<file path="config.mk">
export PLATFORM = sky130hd
export DESIGN_NAME = key_mode_ctrl_flat
export DESIGN_NICKNAME = d
export VERILOG_FILES = /design/src/rtl/key_mode_if.sv /design/src/rtl/key_mode_ctrl.sv /design/src/flat_wrapper.sv
export SDC_FILE = /design/constraint.sdc
export NUM_CORES = 1
export LEC_CHECK = 0
export CAP_MARGIN = 25
export CORE_MARGIN = 4
export CORE_UTILIZATION = 61
export CTS_BUF_LIST = sky130_fd_sc_hd__clkbuf_2
export DETAILED_ROUTE_END_ITERATION = 12
export GPL_TIMING_DRIVEN = 0
export PLACE_DENSITY_LB_ADDON = 0.15
export SLEW_MARGIN = 20
export SYNTH_ARGS = -nofsm -noshare
export SYNTH_HDL_FRONTEND = slang
export SYNTH_SLANG_ARGS = --single-unit
</file>
<file path="constraint.sdc">
create_clock -name CLK -period 4.8 [get_ports CLK]
set_input_delay 0.72 -clock CLK [delete_from_list [all_inputs] [get_ports CLK]]
set_output_delay 0.72 -clock CLK [all_outputs]
set_load 0.02 [all_outputs]
</file>
<file path="src/rtl/key_mode_if.sv">
// Key inputs plus command/indicator outputs exchanged between the key front end
// (master) and key_mode_ctrl (slave).
interface key_mode_if #(
  parameter int KEY_W   = 8,
  parameter int MODE_W  = 2,
  parameter int FIELD_W = 2
);
  logic [KEY_W-1:0]   KEY;
  logic               ALARM_RING;
  logic [MODE_W-1:0]  MODE;
  logic               EDIT;
  logic [FIELD_W-1:0] FIELD;
  logic               INC;
  logic               DEC;
  logic               COMMIT;
  logic               ABORT;
  logic               ALARM_OFF;
  logic               MERIDIAN_TOGGLE;
  logic [7:0]         out_MERIDIAN;

  modport master (
    output KEY, ALARM_RING,
    input  MODE, EDIT, FIELD, INC, DEC, COMMIT, ABORT, ALARM_OFF,
           MERIDIAN_TOGGLE, out_MERIDIAN
  );

  modport slave (
    input  KEY, ALARM_RING,
    output MODE, EDIT, FIELD, INC, DEC, COMMIT, ABORT, ALARM_OFF,
           MERIDIAN_TOGGLE, out_MERIDIAN
  );
endinterface

</file>
<file path="src/rtl/key_mode_ctrl.sv">
// View/edit key controller: mode stepping, field cursor, up/down auto-repeat,
// edit timeout and alarm-dismiss priority, all outputs registered.
module key_mode_ctrl #(
  parameter int KEY_W       = 8,
  parameter int NUM_MODES   = 4,
  parameter int NUM_FIELDS  = 3,
  parameter int REPEAT_DLY  = 500,
  parameter int REPEAT_RATE = 100,
  parameter int TIMEOUT     = 10000
) (
  input  logic      CLK,
  input  logic      RESETN,
  key_mode_if.slave bus
);
  localparam int MODE_W  = (NUM_MODES > 1) ? $clog2(NUM_MODES) : 1;
  localparam int FIELD_W = (NUM_FIELDS > 1) ? $clog2(NUM_FIELDS) : 1;
  localparam int RPT_MAX = (REPEAT_DLY > REPEAT_RATE) ? REPEAT_DLY : REPEAT_RATE;
  localparam int RPT_W   = $clog2(RPT_MAX + 1);
  localparam int TO_W    = $clog2(TIMEOUT + 1);

  localparam int K_DOWN   = 0;
  localparam int K_UP     = 1;
  localparam int K_CANCEL = 2;
  localparam int K_SET    = 3;
  localparam int K_MENU   = 4;

  localparam logic [MODE_W-1:0]  MODE_LAST  = MODE_W'(NUM_MODES - 1);
  localparam logic [FIELD_W-1:0] FIELD_LAST = FIELD_W'(NUM_FIELDS - 1);
  localparam logic [7:0]         MER_AM     = 8'h41;
  localparam logic [7:0]         MER_PM     = 8'h50;

  typedef enum logic {ST_VIEW = 1'b0, ST_EDIT = 1'b1} state_t;

  state_t             state_reg, state_next;
  logic [4:0]         keys, keys_q_reg, press, rpt_mask;
  logic               press_valid, alarm, cmd_ok;
  logic               hold_ok, rpt_due, rpt_pulse, to_expire;
  logic               unused_keys;

  logic [MODE_W-1:0]  mode_reg, mode_next;
  logic [FIELD_W-1:0] field_reg, field_next;
  logic [7:0]         meridian_reg, meridian_next;
  logic               inc_reg, inc_next, dec_reg, dec_next;
  logic               commit_reg, commit_next, abort_reg, abort_next;
  logic               alarm_off_reg, alarm_off_next, mtog_reg, mtog_next;
  logic               rpt_active_reg, rpt_active_next, rpt_up_reg, rpt_up_next;
  logic [RPT_W-1:0]   rpt_cnt_reg, rpt_cnt_next;
  logic [TO_W-1:0]    to_cnt_reg, to_cnt_next;

  // Only the top five key bits carry meaning; the rest are folded away.
  genvar gi;
  generate
    for (gi = 0; gi < 5; gi++) begin : g_keymap
      assign keys[gi] = bus.KEY[KEY_W-5+gi];
    end
  endgenerate
  assign unused_keys = ^bus.KEY;

  assign alarm = bus.ALARM_RING;
  assign press = keys & ~keys_q_reg;
  // Exactly one mapped key rising and nothing else held.
  assign press_valid = (press != 5'd0) && ((press & (press - 5'd1)) == 5'd0) && (keys == press);
  assign cmd_ok      = press_valid && !alarm;

  assign rpt_mask  = rpt_up_reg ? 5'b00010 : 5'b00001;
  assign hold_ok   = rpt_active_reg && (state_reg == ST_EDIT) && (keys == rpt_mask);
  assign rpt_due   = hold_ok && (rpt_cnt_reg == RPT_W'(1));
  assign rpt_pulse = rpt_due && !alarm;
  assign to_expire = (state_reg == ST_EDIT) && !press_valid && !rpt_pulse &&
                     (to_cnt_reg == TO_W'(1));

  always_ff @(posedge CLK or negedge RESETN) begin
    if (!RESETN) begin
      state_reg      <= ST_VIEW;
      keys_q_reg     <= '0;
      mode_reg       <= '0;
      field_reg      <= '0;
      meridian_reg   <= MER_AM;
      inc_reg        <= 1'b0;
      dec_reg        <= 1'b0;
      commit_reg     <= 1'b0;
      abort_reg      <= 1'b0;
      alarm_off_reg  <= 1'b0;
      mtog_reg       <= 1'b0;
      rpt_active_reg <= 1'b0;
      rpt_up_reg     <= 1'b0;
      rpt_cnt_reg    <= '0;
      to_cnt_reg     <= '0;
    end else begin
      state_reg      <= state_next;
      keys_q_reg     <= keys;
      mode_reg       <= mode_next;
      field_reg      <= field_next;
      meridian_reg   <= meridian_next;
      inc_reg        <= inc_next;
      dec_reg        <= dec_next;
      commit_reg     <= commit_next;
      abort_reg      <= abort_next;
      alarm_off_reg  <= alarm_off_next;
      mtog_reg       <= mtog_next;
      rpt_active_reg <= rpt_active_next;
      rpt_up_reg     <= rpt_up_next;
      rpt_cnt_reg    <= rpt_cnt_next;
      to_cnt_reg     <= to_cnt_next;
    end
  end

  always_comb begin
    state_next = state_reg;
    case (state_reg)
      ST_VIEW: begin
        if (cmd_ok && press[K_SET]) state_next = ST_EDIT;
      end
      ST_EDIT: begin
        if ((cmd_ok && (press[K_CANCEL] || (press[K_SET] && field_reg == FIELD_LAST))) ||
            to_expire)
          state_next = ST_VIEW;
      end
      default: state_next = ST_VIEW;
    endcase
  end

  always_comb begin
    mode_next       = mode_reg;
    field_next      = field_reg;
    meridian_next   = meridian_reg;
    inc_next        = 1'b0;
    dec_next        = 1'b0;
    commit_next     = 1'b0;
    abort_next      = 1'b0;
    alarm_off_next  = 1'b0;
    mtog_next       = 1'b0;
    rpt_active_next = 1'b0;
    rpt_up_next     = rpt_up_reg;
    rpt_cnt_next    = '0;
    to_cnt_next     = '0;

    // A ringing alarm swallows the press entirely.
    if (press_valid && alarm) begin
      alarm_off_next = 1'b1;
    end else if (cmd_ok && state_reg == ST_VIEW) begin
      if (press[K_MENU])
        mode_next = (mode_reg == MODE_LAST) ? '0 : mode_reg + 1'b1;
      if (press[K_SET])
        field_next = '0;
      if (press[K_CANCEL] && mode_reg == '0) begin
        meridian_next = (meridian_reg == MER_AM) ? MER_PM : MER_AM;
        mtog_next     = 1'b1;
      end
    end else if (cmd_ok) begin
      if (press[K_SET]) begin
        if (field_reg == FIELD_LAST) begin
          commit_next = 1'b1;
          field_next  = '0;
        end else begin
          field_next = field_reg + 1'b1;
        end
      end
      if (press[K_CANCEL]) begin
        abort_next = 1'b1;
        field_next = '0;
      end
      inc_next = press[K_UP];
      dec_next = press[K_DOWN];
    end

    // Hold counter: loaded at the initial press, reloaded at each due point.
    if (cmd_ok && state_reg == ST_EDIT && (press[K_UP] || press[K_DOWN])) begin
      rpt_active_next = 1'b1;
      rpt_up_next     = press[K_UP];
      rpt_cnt_next    = RPT_W'(REPEAT_DLY);
    end else if (hold_ok) begin
      rpt_active_next = 1'b1;
      if (rpt_due) begin
        rpt_cnt_next = RPT_W'(REPEAT_RATE);
        inc_next     = inc_next | (rpt_pulse && rpt_up_reg);
        dec_next     = dec_next | (rpt_pulse && !rpt_up_reg);
      end else begin
        rpt_cnt_next = rpt_cnt_reg - 1'b1;
      end
    end

    if (to_expire) begin
      abort_next = 1'b1;
      field_next = '0;
    end
    if (state_next == ST_EDIT) begin
      if (state_reg == ST_VIEW || press_valid || rpt_pulse)
        to_cnt_next = TO_W'(TIMEOUT);
      else
        to_cnt_next = to_cnt_reg - 1'b1;
    end
  end

  assign bus.MODE            = mode_reg;
  assign bus.EDIT            = (state_reg == ST_EDIT);
  assign bus.FIELD           = field_reg;
  assign bus.INC             = inc_reg;
  assign bus.DEC             = dec_reg;
  assign bus.COMMIT          = commit_reg;
  assign bus.ABORT           = abort_reg;
  assign bus.ALARM_OFF       = alarm_off_reg;
  assign bus.MERIDIAN_TOGGLE = mtog_reg;
  assign bus.out_MERIDIAN    = meridian_reg;
endmodule

</file>
<file path="src/flat_wrapper.sv">
// flat-port wrapper written by rule: the top's interface ports become plain ports
module key_mode_ctrl_flat 
#(
  parameter int KEY_W       = 8,
  parameter int NUM_MODES   = 4,
  parameter int NUM_FIELDS  = 3,
  parameter int REPEAT_DLY  = 500,
  parameter int REPEAT_RATE = 100,
  parameter int TIMEOUT     = 10000
)
  (CLK, RESETN, bus_KEY, bus_ALARM_RING, bus_MODE, bus_EDIT, bus_FIELD, bus_INC, bus_DEC, bus_COMMIT, bus_ABORT, bus_ALARM_OFF, bus_MERIDIAN_TOGGLE, bus_out_MERIDIAN);
  key_mode_if #(.KEY_W(KEY_W)) bus_i ();
  input  logic CLK;
  input  logic RESETN;
  input wire logic [$bits(bus_i.KEY)-1:0] bus_KEY;
  input wire logic [$bits(bus_i.ALARM_RING)-1:0] bus_ALARM_RING;
  output wire logic [$bits(bus_i.MODE)-1:0] bus_MODE;
  output wire logic [$bits(bus_i.EDIT)-1:0] bus_EDIT;
  output wire logic [$bits(bus_i.FIELD)-1:0] bus_FIELD;
  output wire logic [$bits(bus_i.INC)-1:0] bus_INC;
  output wire logic [$bits(bus_i.DEC)-1:0] bus_DEC;
  output wire logic [$bits(bus_i.COMMIT)-1:0] bus_COMMIT;
  output wire logic [$bits(bus_i.ABORT)-1:0] bus_ABORT;
  output wire logic [$bits(bus_i.ALARM_OFF)-1:0] bus_ALARM_OFF;
  output wire logic [$bits(bus_i.MERIDIAN_TOGGLE)-1:0] bus_MERIDIAN_TOGGLE;
  output wire logic [$bits(bus_i.out_MERIDIAN)-1:0] bus_out_MERIDIAN;
  assign bus_i.KEY = bus_KEY;
  assign bus_i.ALARM_RING = bus_ALARM_RING;
  assign bus_MODE = bus_i.MODE;
  assign bus_EDIT = bus_i.EDIT;
  assign bus_FIELD = bus_i.FIELD;
  assign bus_INC = bus_i.INC;
  assign bus_DEC = bus_i.DEC;
  assign bus_COMMIT = bus_i.COMMIT;
  assign bus_ABORT = bus_i.ABORT;
  assign bus_ALARM_OFF = bus_i.ALARM_OFF;
  assign bus_MERIDIAN_TOGGLE = bus_i.MERIDIAN_TOGGLE;
  assign bus_out_MERIDIAN = bus_i.out_MERIDIAN;
  key_mode_ctrl #(.KEY_W(KEY_W), .NUM_MODES(NUM_MODES), .NUM_FIELDS(NUM_FIELDS), .REPEAT_DLY(REPEAT_DLY), .REPEAT_RATE(REPEAT_RATE), .TIMEOUT(TIMEOUT)) u_core (.CLK(CLK), .RESETN(RESETN), .bus(bus_i));
endmodule
</file>
==> impl_metrics.yaml <==
run_status:
  status: "completed"
clock_network:
  cts_sinks: 43
  htree_levels: 2
  cts_setup_buffers: 0
  cts_hold_buf: 0
  clk_latency_ps: 380
  root_buffer: "clkbuf_2"
  clock_path_buffers: 2
  cts_inserted_buffers: 5
  path_clk_slew_ps: 200
  cts_tree: "yes"
  ctsResizeCount: 0
detailed_routing:
  drt_iter0_drc: 114
  routed_wl_mm: 4.14
  drc: 0
  antenna_left: 0
  viasPerCell: 5.67
  wl_per_cell_microns: 14.6
  vias: 1606
  firstDrtPassIters: 4
synthesis:
  yosys.area_share.xor_xnor_pct: 6.98
  yosysWarnings: 0
  synthSimpleGateAreaFrac_pct: 23.8
  ys_ff_latch: 43
  yosysUniqueCellTypes: 54
  ys_seq_area_share_pct: 48.0
  synth-edff-count: 0
  synth_fa_ha_area_share_pct: 3.85
  async_flop_share_pct: 100
  synth.avg_cell_area_sq_um: 11.0
  synth_top_family_by_area: "simple AND/OR/NAND/NOR gates"
  syn_area_sq_um: 2240
  syn-instance-count: 204
  ys.flop_type: "dfrtp_1"
  synth_compound_area_share_pct: 10.8
  synthMuxAreaShare_pct: 2.18
critical_path:
  cp_data_arrival_time_ps: 2840
  reg2reg_slack_ps: 2630
  cp_cell_sequence: "clkdlybuf4s50_1 > and3b_1 > o211ai_1 > nor3_2 > a311oi_4 > nand2b_1 > a21boi_0"
  startpoint_type: "input port"
  critPathMaxFanout: 7
  cp_top_family: "compound AO/OA/AOI/OAI gates"
  critPathKind: "in2reg"
  slowest_stage: "clkdlybuf4s50_1"
  r2r_start: "u_core.rpt_cnt_reg[6]$_DFF_PN0_"
  required_ps: 5070
  path_buf_inv: 1
  end_kind: "register"
  timing.rr.end: "u_core.to_cnt_reg[9]$_DFF_PN0_"
  reg2regPathDepth: 6
  slowest_delay_ps: 540
sta:
  holdWs_ps: 221
  skew_ps: 14.5
  rsz0062_at_grt: "no"
  finalWorstSetupSlack_ps: 2220
  min_period_ps: 2580
  worst_pin_slew_ps: 498
  slew_headroom_pct: 66.7
  fin_crit_sh_pct: 53.7
  finalMaxSlewViolations: 0
  max_freq_ghz: 0.388
  hold_violations: 0
  fin_setup_tns_ps: 0
  final-setup-viol-count: 0
global_route:
  grt_max_degree: 28
  grt_pass1_vias: 1603
  grt_antenna_before_repair: 0
  grtUsageTotal_pct: 21.1
  grt-ovfl-total: 0
  grt_pass1_wl_mm: 7.30
power:
  power_frac_seq_pct: 42.9
  leakagePower_nw: 1.20
  power.density_nw_per_um2: 459
  switchingPower_uw: 468
  p_clk_share_pct: 12.4
  max-vdd-ir-drop_mv: 0.298
  pwr-share-comb_pct: 44.7
  swShare_pct: 39.7
  p_int_uw: 711
finish:
  drive_gt1_share_pct: 19.0
  antenna_cells: 0
  largest_register_ffs: 14
  final_net_count: 253
  areaGrowthSynthToFinish_pct: 14.6
floorplan:
  start_util_pct: 65.1
  fp-row-count: 21
  core_area_sq_um: 3440
  die_area_sq_um: 4710
  io_pins: 30
  die_h_microns: 68.6
  dieWidth_microns: 68.6
flow_run:
  maxCapViolations: 0
place:
  io_buffers: 20
  post-place-ws_ps: 1830
  place_hpwl_mm: 3.21
  place.gp.congestion: 0.877
min_path:
  hold_class: "in2async"
layout by cell type (no fill, tap or decap), drive strengths merged, types with 7 or more instances in the layout:
cell type | synthesis | routed
nor2 | 23 | 23
o21ai | 11 | 11
inv | 10 | 10
xnor2 | 8 | 8
nor3 | 7 | 7
nand3 | 8 | 8
clkdlybuf4s50 | 0 | 19
dfrtp | 42 | 42
xor2 | 9 | 9
clkbuf | 0 | 7
buf | 7 | 9
a21oi | 8 | 8
nor4 | 8 | 8
power by group through the flow:
stage	Clock [mW]	Sequential [mW]	Combinational (mW)
2_1_floorplan	0	0.522	0.378
3_3_place_gp	0	0.505	0.508
3_5_place_dp	0	0.512	0.523
4_1_cts	0.154	0.504	0.528
5_1_grt	0.175	0.517	0.588
6_report	0.147	0.506	0.527
logic make-up after synthesis:
| kind of cell | count (synthesis) |
|---|---|
| xor gates and xnor gates | 17 |
| DFF | 43 |
| buffers and inverters | 17 |
| other | 2 |
| muxes | 4 |
| adders and majority gates | 7 |
| and+or+nand+nor | 79 |
| AOI/OAI and AO/OA | 35 |
synthesized netlist by cell type, types with 3 or more instances:
cell      count  share of area, %
nor4_1        5               1.4
nand4_1       3              0.84
ha_1          6               3.3
o21ai_1       4              0.89
nor3_1        5               1.1
nand2_1       5              0.84
buf_4         7               2.3
nor2_1       22               3.7
xor2_1        8               3.1
inv_1        10               1.7
nand3_1       7               1.6
nand2b_1      3              0.84
o31ai_1       6               2.0
o21ai_0       7               1.6
dfrtp_1      42                47
a21oi_1       7               1.6
or2b_2        3               1.2
xnor2_1       8               3.1
routing by layer:
metal	global-route usage, %	routed length [microns]	share of wire [%]	vias up
met5	0	0	0	-
met4	8.68	70	1.7	0
met3	5.67	178	4.3	8
met2	34.4	2100	51	42
met1	26.3	1790	43	780
li1	-	-	-	776
layout make-up:
| cell class | instances | area (sq um) |
|---|---|---|
| Clock inverter | 1 | 5.00 |
| Sequential cell | 43 | 1080 |
| Clock buffer | 7 | 35.0 |
| Fill cell | 246 | 872 |
| Multi-Input combinational cell | 148 | 1090 |
| Tap cell | 46 | 57.6 |
| Inverter | 10 | 37.5 |
| Timing Repair Buffer | 21 | 215 |
| Buffer | 7 | 52.6 |
per-stage QoR:
step | utilization (%) | area [sq um] | cells | power [mW]
floorplan | - | 2260 | 208 | 0.900
global placement | 73.1 | 2510 | 274 | 1.01
detailed placement | 73.5 | 2530 | 275 | 1.04
CTS | 74.7 | 2570 | 283 | 1.19
global route | 74.7 | 2570 | 283 | 1.28
finish | 74.7 | 2570 | 283 | 1.18
how the worst max path moves through the flow:
stage	from	end	cells past startpoint
2_1_floorplan	bus_KEY[6]	u_core.bus.MODE[0]$_DFFE_PN0P_	6
3_3_place_gp	bus_KEY[3]	u_core.bus.FIELD[0]$_DFFE_PN0P_	7
3_5_place_dp	bus_KEY[5]	u_core.bus.MODE[0]$_DFFE_PN0P_	7
4_1_cts	bus_KEY[5]	u_core.bus.MODE[0]$_DFFE_PN0P_	7
5_1_grt	bus_KEY[3]	u_core.to_cnt_reg[3]$_DFF_PN0_	7
6_report	bus_KEY[3]	u_core.bus.FIELD[1]$_DFFE_PN0P_	7
(Power assumes the default switching activity.)
